<file path="src/rtl/mem_arbiter.sv">
// mem_arbiter: serialises instruction fetches and load/stores onto one byte-wide RAM port.
// Optional MEM_ARB_RR_EN: round-robin on simultaneous requests (default: MEM has fixed priority).
module mem_arbiter #(
    parameter int ADDR_W = 17
) (
    input  logic              clock,
    input  logic              reset,
    input  logic              if_req,
    input  logic [31:0]       if_addr,
    input  logic              if_cancel,
    output logic              if_ready,
    output logic [31:0]       if_data,
    input  logic              mem_req,
    input  logic              mem_write,
    input  logic [1:0]        mem_len,
    input  logic [31:0]       mem_addr,
    input  logic [31:0]       mem_wdata,
    output logic              mem_ready,
    output logic [31:0]       mem_rdata,
    output logic [ADDR_W-1:0] ram_addr,
    output logic              ram_wr,
    output logic [7:0]        ram_dout,
    input  logic [7:0]        ram_din,
    output logic              busy
);

    typedef enum logic [2:0] {IDLE, IF_RD, MEM_RD, MEM_WR, DONE} state_t;

    state_t             state_reg, state_next;
    logic [2:0]         cnt_reg, cnt_next;
    logic [2:0]         nbytes_reg, nbytes_next;
    logic [ADDR_W-1:0]  base_reg, base_next;
    logic [31:0]        wdata_reg, wdata_next;
    logic [31:0]        rd_buf_reg, rd_buf_next;
    logic [31:0]        if_data_reg, if_data_next;
    logic [31:0]        mem_rdata_reg, mem_rdata_next;
    logic               if_ready_reg, if_ready_next;
    logic               mem_ready_reg, mem_ready_next;
    logic [ADDR_W-1:0]  ram_addr_reg, ram_addr_next;
    logic               ram_wr_reg, ram_wr_next;
    logic [7:0]         ram_dout_reg, ram_dout_next;

    logic               if_pend;
    logic               grant_if;
    logic               grant_mem;
    logic [2:0]         mem_nbytes;
    logic [2:0]         cnt_inc;
    logic               rd_active;
    logic [31:0]        rd_buf_cap;
    logic [7:0]         wbyte [4];

    // Address bits above ADDR_W are intentionally ignored.
    logic               unused_addr_bits;
    assign unused_addr_bits = ^{if_addr[31:ADDR_W], mem_addr[31:ADDR_W]};

    assign if_pend = if_req && !if_cancel;

`ifdef MEM_ARB_RR_EN
    logic last_grant_mem_reg;
    assign grant_mem = mem_req && (!if_pend || !last_grant_mem_reg);
`else
    assign grant_mem = mem_req;
`endif
    assign grant_if = if_pend && !grant_mem;

    assign mem_nbytes = (mem_len == 2'd0) ? 3'd1 : (mem_len == 2'd1) ? 3'd2 : 3'd4;
    assign cnt_inc    = cnt_reg + 3'd1;
    assign rd_active  = (state_reg == IF_RD) || (state_reg == MEM_RD);

    // Read data of beat k arrives one cycle after its address, i.e. while cnt == k+1.
    genvar gi;
    generate
        for (gi = 0; gi < 4; gi++) begin : g_lane
            assign rd_buf_cap[8*gi +: 8] = (rd_active && cnt_reg == 3'(gi + 1)) ?
                                           ram_din : rd_buf_reg[8*gi +: 8];
            assign wbyte[gi] = wdata_reg[8*gi +: 8];
        end
    endgenerate

    always_comb begin
        state_next     = state_reg;
        cnt_next       = cnt_reg;
        nbytes_next    = nbytes_reg;
        base_next      = base_reg;
        wdata_next     = wdata_reg;
        rd_buf_next    = rd_buf_cap;
        if_data_next   = if_data_reg;
        mem_rdata_next = mem_rdata_reg;
        if_ready_next  = 1'b0;
        mem_ready_next = 1'b0;
        ram_addr_next  = ram_addr_reg;
        ram_wr_next    = 1'b0;
        ram_dout_next  = ram_dout_reg;
        case (state_reg)
            IDLE: begin
                cnt_next = '0;
                if (grant_mem) begin
                    base_next     = mem_addr[ADDR_W-1:0];
                    nbytes_next   = mem_nbytes;
                    wdata_next    = mem_wdata;
                    rd_buf_next   = '0;
                    ram_addr_next = mem_addr[ADDR_W-1:0];
                    if (mem_write) begin
                        state_next    = MEM_WR;
                        ram_wr_next   = 1'b1;
                        ram_dout_next = mem_wdata[7:0];
                    end else begin
                        state_next = MEM_RD;
                    end
                end else if (grant_if) begin
                    base_next     = if_addr[ADDR_W-1:0];
                    nbytes_next   = 3'd4;
                    rd_buf_next   = '0;
                    ram_addr_next = if_addr[ADDR_W-1:0];
                    state_next    = IF_RD;
                end
            end
            IF_RD, MEM_RD: begin
                if (state_reg == IF_RD && if_cancel) begin
                    state_next = IDLE;
                end else if (cnt_reg == nbytes_reg) begin
                    // Drain cycle: last byte lands now, publish the assembled word.
                    state_next = DONE;
                    if (state_reg == IF_RD) begin
                        if_ready_next = 1'b1;
                        if_data_next  = rd_buf_cap;
                    end else begin
                        mem_ready_next = 1'b1;
                        mem_rdata_next = rd_buf_cap;
                    end
                end else begin
                    cnt_next = cnt_inc;
                    if (cnt_inc < nbytes_reg) begin
                        ram_addr_next = base_reg + ADDR_W'(cnt_inc);
                    end
                end
            end
            MEM_WR: begin
                cnt_next = cnt_inc;
                if (cnt_inc < nbytes_reg) begin
                    ram_wr_next   = 1'b1;
                    ram_addr_next = base_reg + ADDR_W'(cnt_inc);
                    ram_dout_next = wbyte[cnt_inc[1:0]];
                end else begin
                    state_next     = DONE;
                    mem_ready_next = 1'b1;
                end
            end
            DONE: begin
                state_next = IDLE;
            end
            default: begin
                state_next = IDLE;
            end
        endcase
    end

    always_ff @(posedge clock) begin
        if (reset) begin
            state_reg     <= IDLE;
            cnt_reg       <= '0;
            nbytes_reg    <= '0;
            base_reg      <= '0;
            wdata_reg     <= '0;
            rd_buf_reg    <= '0;
            if_data_reg   <= '0;
            mem_rdata_reg <= '0;
            if_ready_reg  <= 1'b0;
            mem_ready_reg <= 1'b0;
            ram_addr_reg  <= '0;
            ram_wr_reg    <= 1'b0;
            ram_dout_reg  <= '0;
        end else begin
            state_reg     <= state_next;
            cnt_reg       <= cnt_next;
            nbytes_reg    <= nbytes_next;
            base_reg      <= base_next;
            wdata_reg     <= wdata_next;
            rd_buf_reg    <= rd_buf_next;
            if_data_reg   <= if_data_next;
            mem_rdata_reg <= mem_rdata_next;
            if_ready_reg  <= if_ready_next;
            mem_ready_reg <= mem_ready_next;
            ram_addr_reg  <= ram_addr_next;
            ram_wr_reg    <= ram_wr_next;
            ram_dout_reg  <= ram_dout_next;
        end
    end

`ifdef MEM_ARB_RR_EN
    // Reset value 0 means "IF granted last", so MEM wins the first tie.
    always_ff @(posedge clock) begin
        if (reset) begin
            last_grant_mem_reg <= 1'b0;
        end else if (state_reg == IDLE && (grant_mem || grant_if)) begin
            last_grant_mem_reg <= grant_mem;
        end
    end
`endif

    assign if_ready  = if_ready_reg;
    assign if_data   = if_data_reg;
    assign mem_ready = mem_ready_reg;
    assign mem_rdata = mem_rdata_reg;
    assign ram_addr  = ram_addr_reg;
    assign ram_wr    = ram_wr_reg;
    assign ram_dout  = ram_dout_reg;
    assign busy      = (state_reg != IDLE);

endmodule
</file>
<file path="config.mk">
export PLATFORM = sky130hd
export DESIGN_NAME = mem_arbiter
export DESIGN_NICKNAME = d
export VERILOG_FILES = /design/src/rtl/mem_arbiter.sv
export SDC_FILE = /design/constraint.sdc
export NUM_CORES = 1
export LEC_CHECK = 0
export BUFFER_PORTS_ARGS = -buffer_cell sky130_fd_sc_hd__buf_2
export CORE_MARGIN = 1.5
export CORE_UTILIZATION = 45
export CTS_BUF_LIST = sky130_fd_sc_hd__clkbuf_4 sky130_fd_sc_hd__clkbuf_8
export DETAILED_ROUTE_END_ITERATION = 10
export HOLD_SLACK_MARGIN = 0.02
export PLACE_DENSITY = 0.79
export SLEW_MARGIN = 10
export SYNTH_ARGS = -nofsm -noshare
export SYNTH_HDL_FRONTEND = slang
export SYNTH_SLANG_ARGS = --single-unit
</file>
<file path="constraint.sdc">
create_clock -name clock -period 7.3 [get_ports clock]
set_clock_uncertainty 0.1 [all_clocks]
set_input_delay 1.46 -clock clock [delete_from_list [all_inputs] [get_ports clock]]
set_output_delay 1.46 -clock clock [all_outputs]
set_load 0.02 [all_outputs]
</file>
After elaboration in Yosys (flattened, before gate mapping). Index checks and enable logic that the tools add are counted.

Equality and inequality tests: 17. Bitwise logic cells: 5. Add/sub/neg operators: 2. Multiplexer cells: 44. Reductions and logical operators: 26. Order comparisons: 2.

Operator list (count): $mux W32 (3); $mux W17 (5); $mux W8 (9); $pmux W17 S3 (1); $mux W3 (11); $pmux W3 S3 (2); $add A17 B3 Y17 (1); $bmux W8 S2 (1); $pmux W8 S2 (1); $reduce_and A4 Y1 (4); $eq A3 B2 Y1 const B (4); $ne A2 B2 Y1 const B (6); $mux W1 (9); $logic_and A1 B1 Y1 (7); $eq A3 B1 Y1 const B (2); $ne A3 B3 Y1 const B (2); $reduce_and A3 Y1 (2); $reduce_bool A3 Y1 (2); $not A1 Y1 (4); $pmux W1 S2 (2); $reduce_and A2 Y1 (2); $reduce_bool A2 Y1 (2); $reduce_or A4 Y1 (1); $add A3 B1 Y3 const B (1); 11 further kinds (12).

Output and inout bits: 93. Word-level logic and storage cells: 109. Register bits: 182. Bits of input ports: 112.

Longest topological paths before layout.
Depth in word-level cells: 7. Gate-level depth with buffers: 11. Mapped depth without buffers: 9.

Least setup slack after synthesis. OpenSTA, ideal clock, no wires.

Path type: flip-flop to flip-flop. Start point: register cnt_reg[0]. End point: register ram_addr_reg[16] (netlist: ram_addr[16]). Clock period less this slack: 3.188 ns. Data required time: 7.074 ns. Setup time: 0.126 ns. Stages on the path, launching flop included: 12. Data arrival time: 2.963 ns. Path slack: 4.112 ns. Path through: dfxtp_1 -> clkbuf_1 -> inv_1 -> ha_1 -> buf_2 -> inv_1 -> fa_1 -> nor2b_1 -> o2111ai_1 -> o31a_1 -> o31ai_1 -> o21ai_0.

Cells in the longest elaborated chain, start to end: 6. Elaborated cells between the ends (all ways): 10. Those cells by class: add/sub (2); order compare (1); eq/ne (2); mux (4); reduce/logical (1).

RTL lines: start, declared (RTL line 30) `logic [2:0] cnt_reg, cnt_next;`; start signal, assigned (RTL line 175) `cnt_reg <= cnt_next;`; $add A3 B1 Y3 (RTL line 67) `assign cnt_inc = cnt_reg + 3'd1;`; $add A17 B3 Y17 or $lt A3 B3 Y1 (tied branches); $mux W17 (RTL line 133, 140); $mux W17 (RTL line 121) `end else if (cnt_reg == nbytes_reg) begin`; $mux W17 (RTL line 119) `if (state_reg == IF_RD && if_cancel) begin`; $pmux W17 S3 (RTL line 94) `case (state_reg)`; end signal, assigned (RTL line 184) `ram_addr_reg <= ram_addr_next;`; end, declared (RTL line 39) `logic [ADDR_W-1:0] ram_addr_reg, ram_addr_next;`.

Several ways; a longest one is shown, not always the timed one. The select of a mux whose other input is x is not followed. A chain may end at the register's enable or synchronous reset.

Worst setup path in the final report.
Start point: register cnt_reg[0]. End point: register ram_addr_reg[8] (netlist: ram_addr[8]).

Same word-level chain as after synthesis.

==> reports/results.txt <==
status - complete, no violations
detail-routed via count per cell - 5.262
post-route minimum period - 3.970 ns
sequential cell area fraction in the yosys report - 0.4790
Rel. slew slack - 0.2321
post-synthesis instance area - 7606 sq um
global router's overall resource usage - 0.2072
count of yosys warnings during synthesis - 0
largest net degree at the start of global routing - 89
final-layout fill cell count - 1,503
Post-CTS Setup Inserts - 0
CP Cell Sequence - inv_1 -> ha_1 -> inv_1 -> fa_1 -> nor2b_1 -> o2111ai_1 -> xnor2_1 -> o2111ai_1 -> a21oi_1
HP Start - wdata_reg[23]
# resized after CTS - 0
share of the clock period used by the worst path after layout - 0.5438
CTS tree - built
vias after detailed routing - 6,304
final estimated routing congestion in global placement - 0.8248
die area - 17,690 sq um
Worst Path Class, Setup - flip-flop to flip-flop
endpoint of the worst hold path - wdata_reg[23]
library cell with the largest summed area after synthesis - sky130_fd_sc_hd__dfxtp_1
antenna-violating nets left - 0
die width - 133.0 um
height of the die - 133.0 um
number of maximum-capacitance constraint violations - 0
post-route DRC violation count - 0
proportion of layout cells with a drive suffix above 1 - 0.2454
instance area at placement - 8522 sq um
top post-synthesis cells by area - sky130_fd_sc_hd__dfxtp_1 48%, sky130_fd_sc_hd__a211oi_1 8.9%, sky130_fd_sc_hd__mux2i_1 7.5%
xor-xnor portion of the synthesized cell area - 0.01036
net total in the final layout - 1,090
reported net switching power - 0.001064 W
Synth top area share - 0.4790
Detailed Route WL - 18,350 um
measured slew at the worst slew-check pin - 1.149 ns
number of antenna repair diodes - 0
clock-pin slew reported for the worst setup and hold paths after clock tree synthesis - 0.09 ns
worst flop-to-flop path startpoint - cnt_reg[0]
setup violation total in the final timing report - 0
port bufs - 174
number of global-route vias before repair - 5,718
mean instance size in the synthesized netlist - 9.153 sq um
class of the tightest hold or removal check - flip-flop to flip-flop
fraction of the mapped netlist area in simple logic gates - 0.1538
register share of total power - 0.444
proportion of total power due to net switching - 0.3733
post-route cell area - 8909 sq um
iteration count of the initial detailed-routing pass - 7
Async SR Flop Fraction - 0
sink count of the clock tree - 182
Avg WL per Cell - 15.31 um
cell count of the worst reg-to-reg path - 9
Leakage - 3.665 nW
Post-Synth Adder-Cell Area - 0.02237
unrepaired setup endpoints after global routing - no
number of synthesized register bits - 182
total count of max-transition violations in the final report - 0
worst path required time - 7.50 ns
Logic pwr share - 0.323
global route overflow - 0
area growth from synthesis to layout - 17.12%
area of combinational cells with multiple inputs - 3617 sq um
half-perimeter wire length of the detailed placement result - 12,280 um
number of distinct standard cells referenced by the synthesized netlist - 56
reg-to-reg slack, setup - 3.33 ns
combinational family with the most area after synthesis - compound AO/OA/AOI/OAI gates
insertion delay of the later-clocked pin in the worst-skew pair - 0.44 ns
effective utilization at floorplan - 0.4603
prevailing post-synth register cell - sky130_fd_sc_hd__dfxtp_1
timing-limited maximum frequency - 0.2519 GHz
hold buffers post-CTS - 0
internal power consumption - 0.001785 W
clock share of power - 0.233
delay of the slowest critical-path stage - 0.84 ns
clk root buf - sky130_fd_sc_hd__clkbuf_8
largest fanout on the critical path - 13
accumulated negative setup slack - 0 ns
most frequent cells in the layout - 182 x sky130_fd_sc_hd__dfxtp_1, 173 x sky130_fd_sc_hd__buf_2, 131 x sky130_fd_sc_hd__nor2_1, 90 x sky130_fd_sc_hd__nand2_1, 90 x sky130_fd_sc_hd__a211oi_1
Crit-path slowest cell - sky130_fd_sc_hd__ha_1
count of final hold-check violations - 0
peak supply drop - 0.0001504 V
register area - 3643 sq um
Mapped Cells - 831
number of buffers on the longest clock path - 2
endpoint kind of the worst setup timing path - flip-flop
count of flip-flops with a built-in enable after synthesis - 0
H-tree level count - 4
Synth Net Count - 956
most frequent standard cell in the layout excluding fill and tap cells - sky130_fd_sc_hd__dfxtp_1
global-route wire length before repair - 29,440 um
Core Footprint - 16,520 sq um
capture instance of the worst register-to-register path - ram_addr[8]
floorplan row count - 47
mux cell area share after synthesis - 0.09870
TritonCTS Buffers - 17
drt first-iter violations - 381
Compound-Gate Fraction of Synth Area - 0.1874
startpoint class of the critical path - flip-flop
power per standard cell area - 319.8 nW/um^2
antenna violations before repair - 1
Critical Path AT - 4.17 ns
Hold Path Stages - 2
number of primary I/O pins - 205
[cell families (layout without fill, tap and decap cells)]
logic type / after synthesis / count (layout)
and+or+nand+nor: 269 / 269
muxes: 65 / 65
DFF: 182 / 182
adders and majority gates: 13 / 13
AOI/OAI and AO/OA: 210 / 210
xor gates and xnor gates: 9 / 9
buffers and inverters: 83 / 230
[stage by stage]
step           power (W)  instances    util  hold WS [ns]  worst slack, ns
5_1_grt         0.003018       1198  0.5391        0.3771            2.968
6_report        0.002849       1198  0.5391        0.3574            3.330
3_3_place_gp    0.002184       1166  0.5157        0.3391            3.358
3_5_place_dp    0.002204       1166  0.5157        0.3467            3.308
2_1_floorplan   0.001942        831       -        0.3331            4.112
4_1_cts         0.002862       1198  0.5391        0.3592            3.299
[final cells by class]
class,count,share of cell area
Timing Repair Buffer,180,0.1031
Inverter,18,0.007584
Tap cell,220,0.03090
Multi-Input combinational cell,566,0.4060
Clock inverter,9,0.01067
Sequential cell,182,0.4090
Clock buffer,23,0.03272
[Yosys cell counts (all sizes together) (2+ instances only)]
cell and number:
or2 2, and3 4, nor2b 4, inv 18
mux2i 57, a211oi 91, a211o 3, xnor2 5
clkbuf 35, nor3b 3, o211ai 9, a21oi 59
ha 12, o21ai 20, nor4 3, nand3 7
nor2 133, mux4 8, nor3 7, o21a 4
o2111ai 7, nand3b 3, and2 2, nor4b 2
nand2 91, o31ai 7, o311ai 2, dfxtp 182
nand4 5, buf 30, xor2 4
[power by group through the flow]
| stage | registers, W | clock network [W] | logic [W] |
|---|---|---|---|
| global placement | 0.00128 | 0 | 0.000904 |
| global route | 0.00129 | 0.000719 | 0.00101 |
| CTS | 0.00126 | 0.000677 | 0.000921 |
| detailed placement | 0.00129 | 0 | 0.000916 |
| floorplan | 0.00138 | 0 | 0.000562 |
| finish | 0.00126 | 0.000664 | 0.000920 |
[critical path: cells and delay by family, from the launching register on]
family / cells / cell delay (ns)
xor+xnor: 1 / 0.27
simple gates: 1 / 0.22
buf+inv: 2 / 0.36
compound gates: 3 / 0.82
fa+ha+maj: 2 / 1.30
flops: 1 / 0.77
[worst max-delay path by stage]
stage / startpoint / to / slack, ns / cells after the start
2_1_floorplan: cnt_reg[0] / ram_addr[16] / 4.11 / 11
3_3_place_gp: cnt_reg[0] / ram_addr[16] / 3.36 / 9
3_5_place_dp: cnt_reg[0] / ram_addr[16] / 3.31 / 9
4_1_cts: cnt_reg[0] / ram_addr[16] / 3.30 / 9
5_1_grt: cnt_reg[0] / ram_addr[16] / 2.97 / 9
6_report: cnt_reg[0] / ram_addr[8] / 3.33 / 9
[layer usage]
| layer | global-route usage | part of all wire |
|---|---|---|
| met1 | 0.2769 | 0.45 |
| met2 | 0.3325 | 0.48 |
| met3 | 0.05709 | 0.066 |
| met4 | 0.05128 | 0.0089 |
| met5 | 0 | 0.00065 |
Note: power is estimated with default switching activity, not from simulation.
